==> config.mk <==
export PLATFORM = sky130hd
export DESIGN_NAME = dso_trigger_ctrl
export DESIGN_NICKNAME = d
export VERILOG_FILES = /design/src/rtl/dso_trigger_ctrl.sv
export SDC_FILE = /design/constraint.sdc
export NUM_CORES = 1
export LEC_CHECK = 0
export CAP_MARGIN = 30
export CORE_MARGIN = 3
export CORE_UTILIZATION = 38
export CTS_BUF_LIST = sky130_fd_sc_hd__clkbuf_4 sky130_fd_sc_hd__clkbuf_8 sky130_fd_sc_hd__clkbuf_16
export CTS_CLUSTER_SIZE = 24
export DETAILED_ROUTE_END_ITERATION = 12
export DONT_BUFFER_PORTS = 1
export SYNTH_ARGS = -nofsm -noshare
export SYNTH_HDL_FRONTEND = slang
export SYNTH_SLANG_ARGS = --single-unit
==> constraint.sdc <==
create_clock -name clk -period 5.95 [get_ports clk]
set_clock_uncertainty 0.2 [all_clocks]
set_input_delay 0.2975 -clock clk [delete_from_list [all_inputs] [get_ports clk]]
set_output_delay 0.2975 -clock clk [all_outputs]
set_load 0.01 [all_outputs]
==> src/rtl/dso_trigger_ctrl.sv <==
// DSO trigger controller: level/slope trigger with hysteresis and
// normal / auto-timeout / immediate / single-shot modes.
module dso_trigger_ctrl #(
  parameter int DATA_W = 8,
  parameter int TMO_W  = 24
) (
  input  logic              clk,
  input  logic              rst,
  input  logic              sample_en,
  input  logic [DATA_W-1:0] adc_data,
  input  logic [DATA_W-1:0] level,
  input  logic [DATA_W-1:0] hyst,
  input  logic              slope,
  input  logic [1:0]        mode,
  input  logic [TMO_W-1:0]  auto_timeout,
  input  logic              arm,
  input  logic              waiting_for_trigger,
  output logic              trigger_req,
  output logic              armed,
  output logic              auto_fired,
  output logic              single_done
);

  typedef enum logic [2:0] {
    S_IDLE,
    S_SEEK,
    S_ARMED,
    S_FIRE,
    S_STOP
  } state_t;

  localparam logic [1:0] MODE_AUTO   = 2'd1;
  localparam logic [1:0] MODE_IMM    = 2'd2;
  localparam logic [1:0] MODE_SINGLE = 2'd3;

  state_t             state;
  state_t             state_nxt;
  logic               auto_nxt;
  logic [1:0]         mode_q;
  logic [TMO_W-1:0]   timer;
  logic [DATA_W:0]    lvl_minus;
  logic [DATA_W:0]    lvl_plus;
  logic [DATA_W-1:0]  arm_lvl;
  logic               arm_cond;
  logic               fire_cond;
  logic               timeout_hit;
  logic               seeking;

  // One extra bit catches under/overflow so the arm level saturates.
  assign lvl_minus = {1'b0, level} - {1'b0, hyst};
  assign lvl_plus  = {1'b0, level} + {1'b0, hyst};

  always_comb begin
    if (slope) arm_lvl = lvl_plus[DATA_W]  ? '1 : lvl_plus[DATA_W-1:0];
    else       arm_lvl = lvl_minus[DATA_W] ? '0 : lvl_minus[DATA_W-1:0];
  end

  assign arm_cond    = slope ? (adc_data >= arm_lvl) : (adc_data <= arm_lvl);
  assign fire_cond   = slope ? (adc_data <= level)   : (adc_data >= level);
  assign seeking     = (state == S_SEEK) || (state == S_ARMED);
  assign timeout_hit = (mode_q == MODE_AUTO) && (timer == auto_timeout);

  always_comb begin
    // NOTE: every variable gets a default first so no latch is inferred.
    state_nxt = state;
    auto_nxt  = 1'b0;
    case (state)
      S_IDLE: begin
        if (waiting_for_trigger) state_nxt = (mode == MODE_IMM) ? S_FIRE : S_SEEK;
      end
      S_SEEK, S_ARMED: begin
        if (!waiting_for_trigger) begin
          state_nxt = S_IDLE;
        end else if (timeout_hit) begin
          state_nxt = S_FIRE;
          auto_nxt  = 1'b1;
        end else if (sample_en && state == S_SEEK && arm_cond) begin
          state_nxt = S_ARMED;
        end else if (sample_en && state == S_ARMED && fire_cond) begin
          state_nxt = S_FIRE;
        end
      end
      S_FIRE: begin
        if (!waiting_for_trigger) state_nxt = (mode_q == MODE_SINGLE) ? S_STOP : S_IDLE;
      end
      S_STOP: begin
        // Live mode here: leaving single mode releases a parked capture.
        if (arm || mode != MODE_SINGLE) state_nxt = S_IDLE;
      end
      default: state_nxt = S_IDLE;
    endcase
  end

  // NOTE: sequential state uses non-blocking assignments only.
  always_ff @(posedge clk or posedge rst) begin
    if (rst) begin
      state       <= S_IDLE;
      mode_q      <= '0;
      timer       <= '0;
      trigger_req <= 1'b0;
      armed       <= 1'b0;
      auto_fired  <= 1'b0;
      single_done <= 1'b0;
    end else begin
      state       <= state_nxt;
      trigger_req <= (state_nxt == S_FIRE);
      armed       <= (state_nxt == S_ARMED);
      single_done <= (state_nxt == S_STOP);
      auto_fired  <= auto_nxt;
      if (state == S_IDLE && waiting_for_trigger) begin
        mode_q <= mode;
        timer  <= '0;
      end else if (seeking && mode_q == MODE_AUTO && !timeout_hit) begin
        timer <= timer + 1'b1;
      end
    end
  end

endmodule
==> flow_metrics.py, run 1 <==
metrics = {
    "detailed_routing": {
        "ant_nets": 0,
        "route.detailed.drc": 0,
        "dr.pass1.iters": 4,
        "num_vias": 2904,
        "via_per_inst": 5.68,
        "wl_per_cell_um": 16.1,
        "drt_iter0_drc": 133,
        "routed_wl_um": 8220,
    },
    "layout": {
        "ff_latch_area_um2": 826,
        "diodes": 0,
        "fillers": 860,
        "syn2layout_area_growth_pct": 7.57,
        "nets": 496,
        "drive_gt1_share_pct": 6.40,
        "multi_input_comb_area_um2": 2350,
    },
    "die": {
        "coreArea_um2": 8380,
        "io-pin-count": 60,
        "die_width_um": 100,
        "rows": 33,
        "initial_core_util_pct": 40.1,
        "fp.dieH_um": 100,
        "fp.dieArea_um2": 10000,
    },
    "yosys": {
        "synth.largest_area_cell": "dfrtp_1",
        "synthFlopType": "dfrtp_1",
        "synthArstFlopShare_pct": 100,
        "synth.top_cells.by_count": "nand2_1 (40), dfrtp_1 (33), ha_1 (33)",
        "synth_fp_nets": 492,
        "synth_cells": 401,
        "synth.top_cell.area_share_pct": 24.6,
        "synth_seq_cells": 33,
        "avgSynthCellArea_um2": 8.37,
        "yosysWarnings": 0,
        "synth_cell_types": 58,
        "yosysMostFrequentCell": "nand2_1",
        "synthTopCellsByArea": "dfrtp_1 (25%), ha_1 (12%), xnor2_1 (8.1%)",
        "synth-edff-count": 0,
        "syn-cell-area_um2": 3360,
        "synth_seq_area_share_pct": 24.6,
    },
    "power": {
        "clock_power_share_pct": 32.0,
        "seq_power_share_pct": 36.6,
        "max-vdd-ir-drop_mv": 0.0994,
        "swShare_pct": 33.4,
        "finalPower_mw": 0.697,
        "power_frac_comb_pct": 31.4,
        "p_switching_mw": 0.233,
        "p_int_mw": 0.464,
        "leakage_nw": 1.60,
        "power.density_nw_per_um2": 193,
    },
    "clock_tree": {
        "htree_levels": 2,
        "cts-resized-gates": 0,
        "clk_pin_slew_worst_paths_ps": 70,
        "worstSkewPairLatency_ps": 290,
        "clockRootBuffer": "clkbuf_8",
        "cts_inserted_buffers": 5,
        "cts_tree": "yes",
        "cts.sinks": 33,
        "clock_path_buffers": 2,
    },
    "hold_path": {
        "hold_depth": 3,
        "min_path_type": "input port to flop",
        "hold_start": "arm",
        "hold_end": "single_done",
    },
    "worst_setup_path": {
        "cp_slowest_stage_delay_ps": 650,
        "r2r-end": "timer[8]",
        "path_class": "input port to flop",
        "worstPathArrival_ps": 3670,
        "r2r_cells": 5,
        "r2r-start": "state[0]",
        "r2r_slack_ps": 3360,
        "cp_slowest_cell": "o41ai_2",
        "cp-start-kind": "input port",
        "worstPathRequired_ps": 5950,
        "worstPathCellList": "ha_1 -> fa_1 -> nor2b_1 -> o21ai_1 -> a221oi_1 -> o41ai_2 -> a311oi_1 -> o21ai_1 -> ha_1 -> a21oi_1 -> o21ai_0 -> nor3_1 -> mux2i_1 -> a21bo_2 -> a221oi_2",
        "cp-end-kind": "flop",
        "crit_path_max_fanout": 8,
    },
    "global_route": {
        "grt_pass1_vias": 2752,
        "grt_max_degree": 34,
        "grt_pass1_wl_um": 13800,
        "grt_overflow": 0,
        "grt_usage_pct": 17.0,
        "antenna_found_initial": 0,
    },
    "run": {
        "cap_violations": 0,
    },
    "sta": {
        "hold_viol": 0,
        "layout_min_cycle_time_ps": 3670,
        "maxSlewHeadroom_pct": 41.2,
        "rsz0062_at_grt": "no",
        "fmaxAchievable_mhz": 272,
        "tightest_slew_ps": 881,
        "finalMaxSlewViolations": 0,
        "setup_viol": 0,
        "period_share_pct": 61.7,
        "setup-tns-final_ps": 0,
    },
    "outcome": {
        "status": "completed",
    },
    "placed_design": {
        "place_hpwl_um": 6490,
        "io_buffers": 0,
        "gp_congestion": 0.846,
    },
}
[worst max-delay path: cells and delay by family]
family | cells | cell delay [ps]
AO/OA/AOI/OAI | 9 | 2110
multiplexers | 1 | 110
adder cells (fa/ha/maj) | 3 | 850
AND/OR/NAND/NOR | 2 | 310
[power groups by stage]
stage	sequential, mW	clock, mW	combinational [mW]
global placement	0.259	0	0.212
finish	0.255	0.223	0.219
floorplan	0.249	0	0.186
detailed placement	0.259	0	0.216
global route	0.258	0.241	0.252
CTS	0.255	0.229	0.220
[cells by family (layout without fill, tap and decap cells)]
family                   count (synthesis)  in the layout  synth area share, %
multiplexers                            13             13                 3.88
buffers and inverters                   41             46                 5.33
AND/OR/NAND/NOR                        159            159                 25.4
flip-flops                              33             33                 24.6
adder cells (fa/ha/maj)                 35             35                 13.5
AO/OA/AOI/OAI                           87             87                 18.4
XOR/XNOR                                33             33                 8.83
[cell usage in the layout (no fill, tap or decap), drive strengths merged, types with 3 or more instances in the layout]
cell type / count
a21o: 7
a211oi: 5
and2: 3
o211ai: 3
a31o: 3
mux2i: 13
nand3: 16
o21a: 3
nor4: 4
nor2: 32
nand4: 16
clkbuf: 6
dlygate4sd3: 5
a21oi: 27
dfrtp: 33
xnor2: 32
nor2b: 11
a31oi: 4
o21ai: 12
and3: 11
ha: 33
o41ai: 3
a311oi: 4
nand2b: 11
nor3: 5
a221oi: 3
inv: 31
nand2: 40
[cell type report]
cell class	instances	share of cell area, %
Timing Repair Buffer	7	1.80
Clock buffer	6	2.29
Multi-Input combinational cell	327	65.1
Tap cell	105	3.64
Inverter	31	3.22
Sequential cell	33	22.9
Clock inverter	2	1.04
[flip-flops by register name, indices dropped and copies added, names as in the netlist]
signal       count
armed            1
state            3
mode_q           2
single_done      1
timer           24
auto_fired       1
trigger_req      1
[stage by stage]
| step | std cells | utilization, % | instance area, um^2 | setup slack (ps) | hold slack (ps) |
|---|---|---|---|---|---|
| finish | 511 | 43.1 | 3610 | 2280 | 26.2 |
| global route | 511 | 43.1 | 3610 | 1850 | 32.2 |
| CTS | 511 | 43.1 | 3610 | 2300 | 19.5 |
| detailed placement | 498 | 41.1 | 3440 | 2010 | 121 |
| global placement | 498 | 41.1 | 3440 | 2110 | 117 |
| floorplan | 401 | - | 3360 | 2370 | 194 |
[worst max-delay path by stage]
| stage | start | endpoint | slack [ps] | cells past startpoint |
|---|---|---|---|---|
| after floorplan | level[0] | trigger_req | 2370 | 15 |
| after global placement | level[0] | trigger_req | 2110 | 15 |
| after detailed placement | level[0] | trigger_req | 2010 | 15 |
| after CTS | level[0] | trigger_req | 2300 | 15 |
| after global routing | level[0] | trigger_req | 1850 | 15 |
| final | level[0] | trigger_req | 2280 | 15 |
[layer usage]
metal  track usage (%)  share of wire (%)
met1              25.7                 50
met2              24.6                 43
met3              3.47                5.2
met4              4.46                2.1
met5                 0                  0
[repair_timing]
item | CTS | global route
setup buffers | 0 | 0
hold endpoints to repair | 37 | 0
hold buffers | 5 | 0
No activity file was read; power rests on OpenSTA's default activity.
==> run 2: changes to the inputs <==
- ABC_AREA: default -> 1
- clock period: 5.95 -> 3 ns (I/O delays scaled with it)
==> run 2 against run 1 <==
- worst setup slack lost 2000 ps
- core utilization is essentially flat
- final area grew 11%
- hold slack gained 1.1 ps
- sequential cell count is the same
- area after synthesis grew 10%
- critical path depth grew 9
- total power grew to 3.0 times the previous value
- highest routed layer unchanged
==> flow_metrics.py, run 2 <==
metrics = {
    "yosys": {
        "synth.top_cells.by_count": "nand2_1 (171), inv_1 (82), nor2_1 (72)",
        "synthTopCellsByArea": "dfrtp_1 (22%), nand2_1 (17%), ha_1 (11%)",
        "yosysWarnings": 0,
        "syn-cell-area_um2": 3690,
        "synthFlopType": "dfrtp_1",
        "synth_seq_cells": 33,
        "synth.largest_area_cell": "dfrtp_1",
        "synth-edff-count": 0,
        "yosysMostFrequentCell": "nand2_1",
        "synth.top_cell.area_share_pct": 22.4,
        "synth_fp_nets": 675,
        "synth_cell_types": 36,
        "synthArstFlopShare_pct": 100,
        "synth_cells": 584,
        "synth_seq_area_share_pct": 22.4,
        "avgSynthCellArea_um2": 6.32,
    },
    "clock_tree": {
        "cts_setup_buffers": 0,
        "cts_tree": "yes",
        "cts.sinks": 33,
        "clockRootBuffer": "clkbuf_8",
        "clk_pin_slew_worst_paths_ps": 70,
        "clock_path_buffers": 2,
        "worstSkewPairLatency_ps": 300,
        "htree_levels": 2,
        "cts_inserted_buffers": 5,
    },
    "worst_setup_path": {
        "cpMostUsedCell": "nand2_1",
        "r2r_cells": 12,
        "r2r-end": "timer[23]",
        "cp-start-kind": "input port",
        "cp-end-kind": "flop",
        "crit_path_max_fanout": 3,
        "worstPathCellList": "ha_1 -> fa_1 -> nand3_1 -> nand2_1 -> nand2_1 -> nand2_1 -> a21oi_1 -> or2_2 -> nand3_1 -> nand2_1 -> nor2_1 -> ha_1 -> nand2_1 -> a21oi_1 -> nor2_1 -> nand2_1 -> nand3_1 -> nand3_1 -> nand2_1 -> inv_1 -> nand2_1 -> nand2_1 -> nand2_1 -> inv_1",
        "path_class": "input port to flop",
        "cp_slowest_cell": "fa_1",
        "worstPathArrival_ps": 2700,
        "cp_slowest_stage_delay_ps": 410,
        "r2r-start": "timer[9]",
        "worstPathRequired_ps": 2990,
        "r2r_slack_ps": 600,
    },
    "power": {
        "leakage_nw": 2.09,
        "clock_power_share_pct": 17.8,
        "p_switching_mw": 0.973,
        "p_int_mw": 1.10,
        "swShare_pct": 47.0,
        "seq_power_share_pct": 34.9,
        "power_frac_comb_pct": 47.3,
        "power.density_nw_per_um2": 515,
        "max-vdd-ir-drop_mv": 0.248,
    },
    "hold_path": {
        "hold_depth": 5,
        "hold_end": "state[0]",
        "hold_start": "slope",
        "min_path_type": "input port to flop",
    },
    "sta": {
        "rsz0062_at_grt": "no",
        "period_share_pct": 90.5,
        "tightest_slew_ps": 557,
        "fin_ws_ps": 286,
        "maxSlewHeadroom_pct": 62.8,
        "hold_viol": 0,
        "layout_min_cycle_time_ps": 2710,
        "setup-tns-final_ps": 0,
        "finalMaxSlewViolations": 0,
        "setup_viol": 0,
        "fmaxAchievable_mhz": 368,
    },
    "outcome": {
        "status": "completed",
    },
    "global_route": {
        "grt_usage_pct": 18.4,
        "grt_overflow": 0,
        "grt_max_degree": 38,
        "grt_pass1_wl_um": 16600,
        "grt_pass1_vias": 3446,
        "antenna_found_initial": 0,
    },
    "layout": {
        "drive_gt1_share_pct": 9.18,
        "final_cell_mix": "nand2_1 (171), inv_1 (81), nor2_1 (72)",
        "syn2layout_area_growth_pct": 8.88,
        "nets": 689,
        "diodes": 0,
        "layout.cells.non_filler": 728,
        "reg_top3": "timer x24, state x3, mode_q x2",
        "largest_reg_flops": 24,
        "final_common_cell": "nand2_1",
        "fillers": 1016,
        "top_register": "timer",
    },
    "detailed_routing": {
        "num_vias": 3545,
        "route.detailed.drc": 0,
        "wl_per_cell_um": 13.6,
        "routed_wl_um": 9870,
        "dr.pass1.iters": 5,
        "ant_nets": 0,
        "drt_iter0_drc": 242,
        "via_per_inst": 4.87,
    },
    "die": {
        "io-pin-count": 60,
        "initial_core_util_pct": 39.6,
        "fp.dieH_um": 105,
        "die_width_um": 105,
        "coreArea_um2": 9330,
        "fp.dieArea_um2": 10900,
        "rows": 35,
    },
    "placed_design": {
        "gp_congestion": 0.915,
        "numPlacedInstances": 713,
        "io_buffers": 0,
        "place_hpwl_um": 7980,
        "place_ws_ps": -88.9,
    },
    "run": {
        "cap_violations": 0,
    },
}
==> run 2: power groups by stage <==
stage / clock (mW) / combinational [mW] / sequential [mW]
2_1_floorplan: 0 / 0.833 / 0.673
3_3_place_gp: 0 / 0.949 / 0.727
3_5_place_dp: 0 / 0.972 / 0.728
4_1_cts: 0.372 / 0.987 / 0.720
5_1_grt: 0.402 / 1.13 / 0.742
6_report: 0.369 / 0.979 / 0.721
==> run 2: cell type report <==
| type | instances | area (um^2) | share of cell area (%) |
|---|---|---|---|
| Tap cell | 129 | 161 | 4.02 |
| Clock buffer | 8 | 91.3 | 2.27 |
| Inverter | 94 | 354 | 8.81 |
| Multi-Input combinational cell | 447 | 2440 | 60.7 |
| Timing Repair Buffer | 17 | 145 | 3.61 |
| Sequential cell | 33 | 826 | 20.5 |
==> run 2: how the worst max path moves through the flow <==
stage | startpoint | endpoint | slack [ps] | depth (start not counted)
5_1_grt | level[0] | trigger_req | 20 | 24
3_5_place_dp | level[0] | trigger_req | -90 | 21
2_1_floorplan | level[0] | trigger_req | 30 | 21
3_3_place_gp | level[0] | trigger_req | -1 | 24
6_report | level[0] | trigger_req | 290 | 24
4_1_cts | level[0] | trigger_req | 210 | 21
==> run 2: what timing repair did <==
| action | 4_1_cts | 5_1_grt |
|---|---|---|
| endpoints found under the hold margin | 39 | 0 |
| gates resized for setup | 0 | 3 |
| hold buffers | 7 | 0 |
| setup endpoints to repair | 0 | 2 |
==> run 2: kinds of logic after synthesis <==
family,after synthesis,synth area share (%)
flip-flops,33,22.4
AO/OA/AOI/OAI,63,10.7
adder cells (fa/ha/maj),35,12.3
buffers and inverters,104,11.6
XOR/XNOR,30,7.12
AND/OR/NAND/NOR,319,35.9
==> run 2: through the flow <==
stage / hold slack (ps) / util (%) / power, mW / instance area [um^2]
after floorplan: 71.0 / - / 1.51 / 3690
after global placement: -32.1 / 41.3 / 1.68 / 3850
after detailed placement: -24.8 / 41.3 / 1.70 / 3850
after CTS: 27.2 / 43.0 / 2.08 / 4020
after global routing: 47.3 / 43.1 / 2.27 / 4020
final: 27.4 / 43.1 / 2.07 / 4020
==> run 2: per-layer routing <==
layer / vias up / share of wire (%) / GRT usage (%)
met3: 8 / 7.7 / 4.08
met5: - / 0 / 0
met1: 1565 / 47 / 25.3
met4: 0 / 0.93 / 3.13
met2: 111 / 45 / 30.1
li1: 1861 / - / -
==> run 2: critical path, delay by kind of cell <==
| family | cells | cell delay (ps) |
|---|---|---|
| fa+ha+maj | 3 | 880 |
| compound gates | 2 | 220 |
| simple gates | 17 | 1370 |
| buf+inv | 2 | 70 |
